--- config.mk ---
export PLATFORM = sky130hd
export DESIGN_NAME = general_timer_mc
export DESIGN_NICKNAME = d
export VERILOG_FILES = /design/src/rtl/general_timer_pkg.sv /design/src/rtl/general_timer_channel.sv /design/src/rtl/general_timer_mc.sv
export SDC_FILE = /design/constraint.sdc
export NUM_CORES = 1
export LEC_CHECK = 0
export CORE_ASPECT_RATIO = 1.1
export CORE_MARGIN = 4
export CORE_UTILIZATION = 25
export DETAILED_ROUTE_END_ITERATION = 10
export GPL_TIMING_DRIVEN = 1
export PLACE_DENSITY = 0.56
export SLEW_MARGIN = 20
export SYNTH_ARGS = -nofsm -noshare
export SYNTH_HDL_FRONTEND = slang
export SYNTH_SLANG_ARGS = --single-unit
--- constraint.sdc ---
create_clock -name clk -period 5.6 [get_ports clk]
set_clock_uncertainty 0.15 [all_clocks]
set_input_delay 1.12 -clock clk [delete_from_list [all_inputs] [get_ports clk]]
set_output_delay 1.12 -clock clk [all_outputs]
set_load 0.1 [all_outputs]
--- src/rtl/general_timer_pkg.sv ---
// Shared types and status-bit layout for the multi-channel timer.
// No logic; constants and a helper only.
// Not applicable.
package general_timer_pkg;

  typedef enum logic {
    CH_MODE_COMPARE = 1'b0,
    CH_MODE_CAPTURE = 1'b1
  } ch_mode_e;

  // Bit 0 of the status/irq vectors is the counter overflow flag.
  localparam int STAT_OVF = 0;

  // Channel i owns status/irq bit i+1.
  function automatic int stat_ch(input int i);
    return i + 1;
  endfunction

endpackage

--- src/rtl/general_timer_channel.sv ---
// One capture/compare channel: PWM compare register or synchronised input capture.
// PWM updates on the same edge as the counter; capture lands two edges after first sample.
// No backpressure; event_o is a single-cycle combinational strobe for the status logic.
module general_timer_channel
  import general_timer_pkg::*;
#(
  parameter int CNT_W = 16
) (
  input  logic             clk,
  input  logic             rst,
  input  logic             mode_i,
  input  logic [CNT_W-1:0] cmp_i,
  input  logic [CNT_W-1:0] count_i,
  input  logic [CNT_W-1:0] count_nxt_i,
  input  logic             adv_i,
  input  logic             capture_i,
  output logic             pwm_o,
  output logic [CNT_W-1:0] cap_val_o,
  output logic             event_o
);

  ch_mode_e         mode;
  logic             mode_q, mode_d;
  logic             sync1_q, sync1_d;
  logic             sync2_q, sync2_d;
  logic             hist_q, hist_d;
  logic             pwm_q, pwm_d;
  logic [CNT_W-1:0] cap_q, cap_d;
  logic             rise;
  logic             match;

  // Next-state for compare output, synchroniser chain and capture register.
  // History keeps following the synchroniser in both modes and the first cycle
  // after a mode switch is masked, so a level already high is never seen as an edge.
  always_comb begin
    mode    = ch_mode_e'(mode_i);
    mode_d  = mode_i;
    sync1_d = capture_i;
    sync2_d = sync1_q;
    hist_d  = sync2_q;
    rise    = (mode == CH_MODE_CAPTURE) && (mode_q == mode_i) && sync2_q && !hist_q;
    match   = (mode == CH_MODE_COMPARE) && adv_i && (count_nxt_i == cmp_i);
    pwm_d   = (mode == CH_MODE_COMPARE) && (count_nxt_i < cmp_i);
    cap_d   = rise ? count_i : cap_q;
    event_o = match || rise;
  end

  // Channel state registers.
  always_ff @(posedge clk or posedge rst) begin
    if (rst) begin
      mode_q  <= 1'b0;
      sync1_q <= 1'b0;
      sync2_q <= 1'b0;
      hist_q  <= 1'b0;
      pwm_q   <= 1'b0;
      cap_q   <= '0;
    end else begin
      mode_q  <= mode_d;
      sync1_q <= sync1_d;
      sync2_q <= sync2_d;
      hist_q  <= hist_d;
      pwm_q   <= pwm_d;
      cap_q   <= cap_d;
    end
  end

  assign pwm_o     = pwm_q;
  assign cap_val_o = cap_q;

endmodule

--- src/rtl/general_timer_mc.sv ---
// Multi-channel timer: shared prescaler/up-counter, NCH capture/compare channels, sticky status and irq.
// Counter, PWM and trigger are registered (1 edge); irq is combinational from registered status.
// No backpressure; status flags stay set until cleared by irq_clr_i, a same-cycle set wins.
module general_timer_mc
  import general_timer_pkg::*;
#(
  parameter int NCH   = 4,
  parameter int CNT_W = 16,
  parameter int PSC_W = 8
) (
  input  logic               clk,
  input  logic               rst,
  input  logic               en_i,
  input  logic               sw_clr_i,
  input  logic [PSC_W-1:0]   prescale_i,
  input  logic [CNT_W-1:0]   period_i,
  input  logic [NCH-1:0]     ch_mode_i,
  input  logic [NCH*CNT_W-1:0] cmp_i,
  input  logic [NCH-1:0]     capture_i,
  input  logic [NCH:0]       irq_en_i,
  input  logic [NCH:0]       irq_clr_i,
  output logic [CNT_W-1:0]   count_o,
  output logic [NCH*CNT_W-1:0] cap_val_o,
  output logic [NCH-1:0]     pwm_o,
  output logic               trigger_o,
  output logic [NCH:0]       status_o,
  output logic               irq
);

  logic [PSC_W-1:0] psc_q, psc_d;
  logic [CNT_W-1:0] count_q, count_d;
  logic             trigger_q, trigger_d;
  logic [NCH:0]     status_q, status_d;
  logic [NCH:0]     status_set;
  logic [NCH-1:0]   ch_evt;
  logic             tick;
  logic             adv;
  logic             wrap;

  // Prescaler and counter next-state; a software clear overrides a tick and never wraps.
  always_comb begin
    tick    = en_i && (psc_q == prescale_i);
    adv     = tick && !sw_clr_i;
    wrap    = adv && (count_q == period_i);
    psc_d   = psc_q;
    count_d = count_q;
    if (sw_clr_i) begin
      psc_d   = '0;
      count_d = '0;
    end else if (tick) begin
      psc_d   = '0;
      count_d = (count_q == period_i) ? '0 : count_q + 1'b1;
    end else if (en_i) begin
      psc_d = psc_q + 1'b1;
    end
    trigger_d = wrap;
  end

  // Sticky status: events OR in after the write-1-to-clear so a simultaneous set wins.
  always_comb begin
    status_set           = '0;
    status_set[STAT_OVF] = wrap;
    for (int i = 0; i < NCH; i++) begin
      status_set[stat_ch(i)] = ch_evt[i];
    end
    status_d = (status_q & ~irq_clr_i) | status_set;
  end

  // Shared timebase, trigger and status registers.
  always_ff @(posedge clk or posedge rst) begin
    if (rst) begin
      psc_q     <= '0;
      count_q   <= '0;
      trigger_q <= 1'b0;
      status_q  <= '0;
    end else begin
      psc_q     <= psc_d;
      count_q   <= count_d;
      trigger_q <= trigger_d;
      status_q  <= status_d;
    end
  end

  for (genvar g = 0; g < NCH; g++) begin : g_ch
    general_timer_channel #(
      .CNT_W (CNT_W)
    ) u_ch (
      .clk         (clk),
      .rst         (rst),
      .mode_i      (ch_mode_i[g]),
      .cmp_i       (cmp_i[g*CNT_W +: CNT_W]),
      .count_i     (count_q),
      .count_nxt_i (count_d),
      .adv_i       (adv),
      .capture_i   (capture_i[g]),
      .pwm_o       (pwm_o[g]),
      .cap_val_o   (cap_val_o[g*CNT_W +: CNT_W]),
      .event_o     (ch_evt[g])
    );
  end

  assign count_o   = count_q;
  assign trigger_o = trigger_q;
  assign status_o  = status_q;
  assign irq       = |(status_q & irq_en_i);

endmodule

==> flow_summary_export.csv <==
group,metric,value,unit
sta,hold_ws,0.198,ns
setup_path,cp_slowest_cell,"or4b_1",
die,ios,201,
detailed_routing,wl_per_cell,18.0,um
final_layout,most-common-layout-cells,"clkdlybuf4s50_1, dfrtp_1, inv_1",
cts,numCtsBuffers,17,
detailed_routing,drc,0,
setup_path,crit_buf_inv,1,
grt,grtUsageMet1,18.0,%
cts,holdBufCountCts,0,
sta,tightest_slew,1.04,ns
synth,syn_area,6330,um2
cts,clockBufferDepth,2,
detailed_routing,drtPass1Iterations,4,
grt,grt_overflow,0,
detailed_routing,drt-total-wl,20.3,mm
sta,period_share,82.4,%
detailed_routing,drt_iter0_markers,146,
place,dp_hpwl,16.2,mm
hold_path,min_path_cells,0,
run,maxCapViolCount,0,
die,die_w,160,um
grt,antenna_found_initial,0,
die,start_util,25.6,%
setup_path,rrSetupSlack,1.57,ns
cts,clk_latency,0.41,ns
setup_path,cp.required,5.75,ns
sta,tns,0,ns
cts,h-tree-depth,4,
final_layout,instances_no_fill,1127,
final_layout,antenna-diode-count,0,
place,dp_cells,1095,
sta,slew_viol_final,0,
synth,syn_inst,603,
detailed_routing,vias,5142,
final_layout,drive_gt1_share,12.0,%
cts,cts_tree,"yes",
setup_path,worstPathMaxFanout,17,
synth,yosysUniqueCellTypes,47,
synth,ys_seq_area_share,45.1,%
cts,cts_resized,0,
sta,slew_headroom,30.8,%
detailed_routing,ant_nets,0,
synth,synthTopCellsByArea,"dfrtp_1, ha_1, mux2_2",
grt,grt_pass1_wl,31.4,mm
sta,finalSetupViolations,0,
synth,ys_ff_latch,114,
die,fp.dieH,175,um
power_and_ir_drop,static-leakage-power,0.00447,uW
grt,grtUsageTotal,14.7,%
sta,fmax,0.217,GHz
cts,cts.sinks,114,
synth,synth_area_per_cell,10.5,um2
setup_path,end_kind,"flip-flop",
place,portBuffers,200,
sta,hold_violations,0,
setup_path,r2r-start,"count_o[7]",
setup_path,crit_path_start,"prescale_i[6]",
grt,grt_max_degree,54,
synth,synth_warnings,0,
detailed_routing,avgViaCountPerCell,4.56,
setup_path,path_cells,"clkdlybuf4s50_1, xor2_1, nor4_4, nand3_2, or4b_1, a21oi_1, ha_1, nand4_1, or2_2, nor2_1, o21ai_0, and4b_1",
setup_path,worst-path-stages,12,
power_and_ir_drop,irDropWorstVdd,0.181,mV
die,dieArea,27900,um2
cts,path_clk_slew,0.05,ns
grt,gr-max-usage-layer,"met2",
hold_path,hold_class,"reg2reg",
setup_path,startpoint_type,"input port",
synth,synth_flop_cell,"dfrtp_1",
synth,yosys.area.top_type,"dfrtp_1",
cts,postCtsSetupBuffers,0,
grt,grtUsageMet2,25.0,%
hold_path,hp-start,"g_ch[1].u_ch.sync1_q",
setup_path,max_stage_delay,0.59,ns
die,design.core.area,24700,um2
setup_path,critPathTopFamily,"simple AND/OR/NAND/NOR gates",
sta,finalCriticalPeriod,4.61,ns
setup_path,worst-setup-path-type,"in2reg",
sta,rsz0062_at_grt,"false",
place,place_congestion,0.813,
final_layout,final_common_cell,"clkdlybuf4s50_1",
final_layout,syn2layout_area_growth,47.5,%
power_and_ir_drop,pwr_density_cell,246,nW/um2
die,std_cell_rows,60,
setup_path,arrival,4.76,ns
final_layout,nets,980,
grt,use_met3,4.34,%
synth,synth-edff-count,0,
outcome,outcome,"complete, no violations",
cts,cts.root.buffer_cell,"clkbuf_16",
synth,synth_top_area_share,45.1,%
synth,synth.net_count,779,
synth,async_flop_share,100,%
setup_path,reg2reg_depth,13,
grt,grt_pass1_vias,5364,
==> state kept, by name, indices dropped and copies added, names as in the netlist <==
register / flops
g_ch.u_ch.cap_val_o: 64
count_o: 16
psc_q: 8
status_o: 5
g_ch.u_ch.hist_d: 4
g_ch.u_ch.hist_q: 4
g_ch.u_ch.mode_q: 4
g_ch.u_ch.pwm_o: 4
g_ch.u_ch.sync1_q: 4
trigger_o: 1
==> stage by stage <==
step                      worst slack, ns  power (uW)  utilization (%)  instance area, um2
final                               0.987        2290             37.8                9340
after CTS                           0.892        2330             37.8                9340
after floorplan                      1.31         971                -                6330
after detailed placement            0.456        1090             35.1                8670
after global placement              0.414        1090             35.1                8670
after global routing                0.740        2380             37.8                9340
==> Yosys cell counts (all sizes together) (5+ instances only) <==
cell and instances:
a21o 16, a21oi 26, and3 5, and4b 6, buf 14, clkbuf 16, dfrtp 114, ha 66
inv 73, mux2 44, nand2 37, nand3 7, nand4 19, nand4b 5, nor2 15, nor2b 8
nor3 6, nor4 5, o21a 8, o21ai 31, o221ai 5, o22ai 6, o31ai 8, or2 5
or4 6, xor2 27
==> cells by family (layout without fill, tap and decap cells) <==
logic type	Yosys count	count (layout)	share of synthesized area (%)
compound gates	109	109	10.8
simple gates	137	137	12.6
buf+inv	103	317	6.54
xor+xnor	30	30	4.15
mux	44	44	7.82
fa+ha+maj	66	66	13.0
flops	114	114	45.1
==> power breakdown <==
group          leakage, uW  switching (uW)  internal [uW]  total (uW)
sequential         0.00154            7.29            836         843
clock             0.000325             392            829        1220
combinational      0.00260             121            108         229
total              0.00447             521           1770        2290
==> path summary, 6_finish.rpt <==
kind	endpoint
max reg2reg	g_ch[2].u_ch.pwm_o
min reg2reg	g_ch[1].u_ch.hist_d
min	g_ch[1].u_ch.hist_d
max	g_ch[1].u_ch.pwm_o
max in group asynchronous	g_ch[1].u_ch.mode_q
min in group asynchronous	g_ch[1].u_ch.cap_val_o[2]
==> per-layer routing <==
metal | share of wire, % | routed length [um]
met5 | 0 | 0
met3 | 5.7 | 1160
met1 | 44 | 8920
met2 | 49 | 9870
met4 | 1.7 | 341
==> layout make-up <==
type | count | area (um2)
well taps | 310 | 388
fillers | 2416 | 15400
clock buffers | 21 | 470
clock inverters | 11 | 198
repair buffers | 212 | 2090
flip-flops and latches | 114 | 2850
inverters | 73 | 277
multi-input cells | 386 | 3070
No activity file was read; power rests on OpenSTA's default activity.
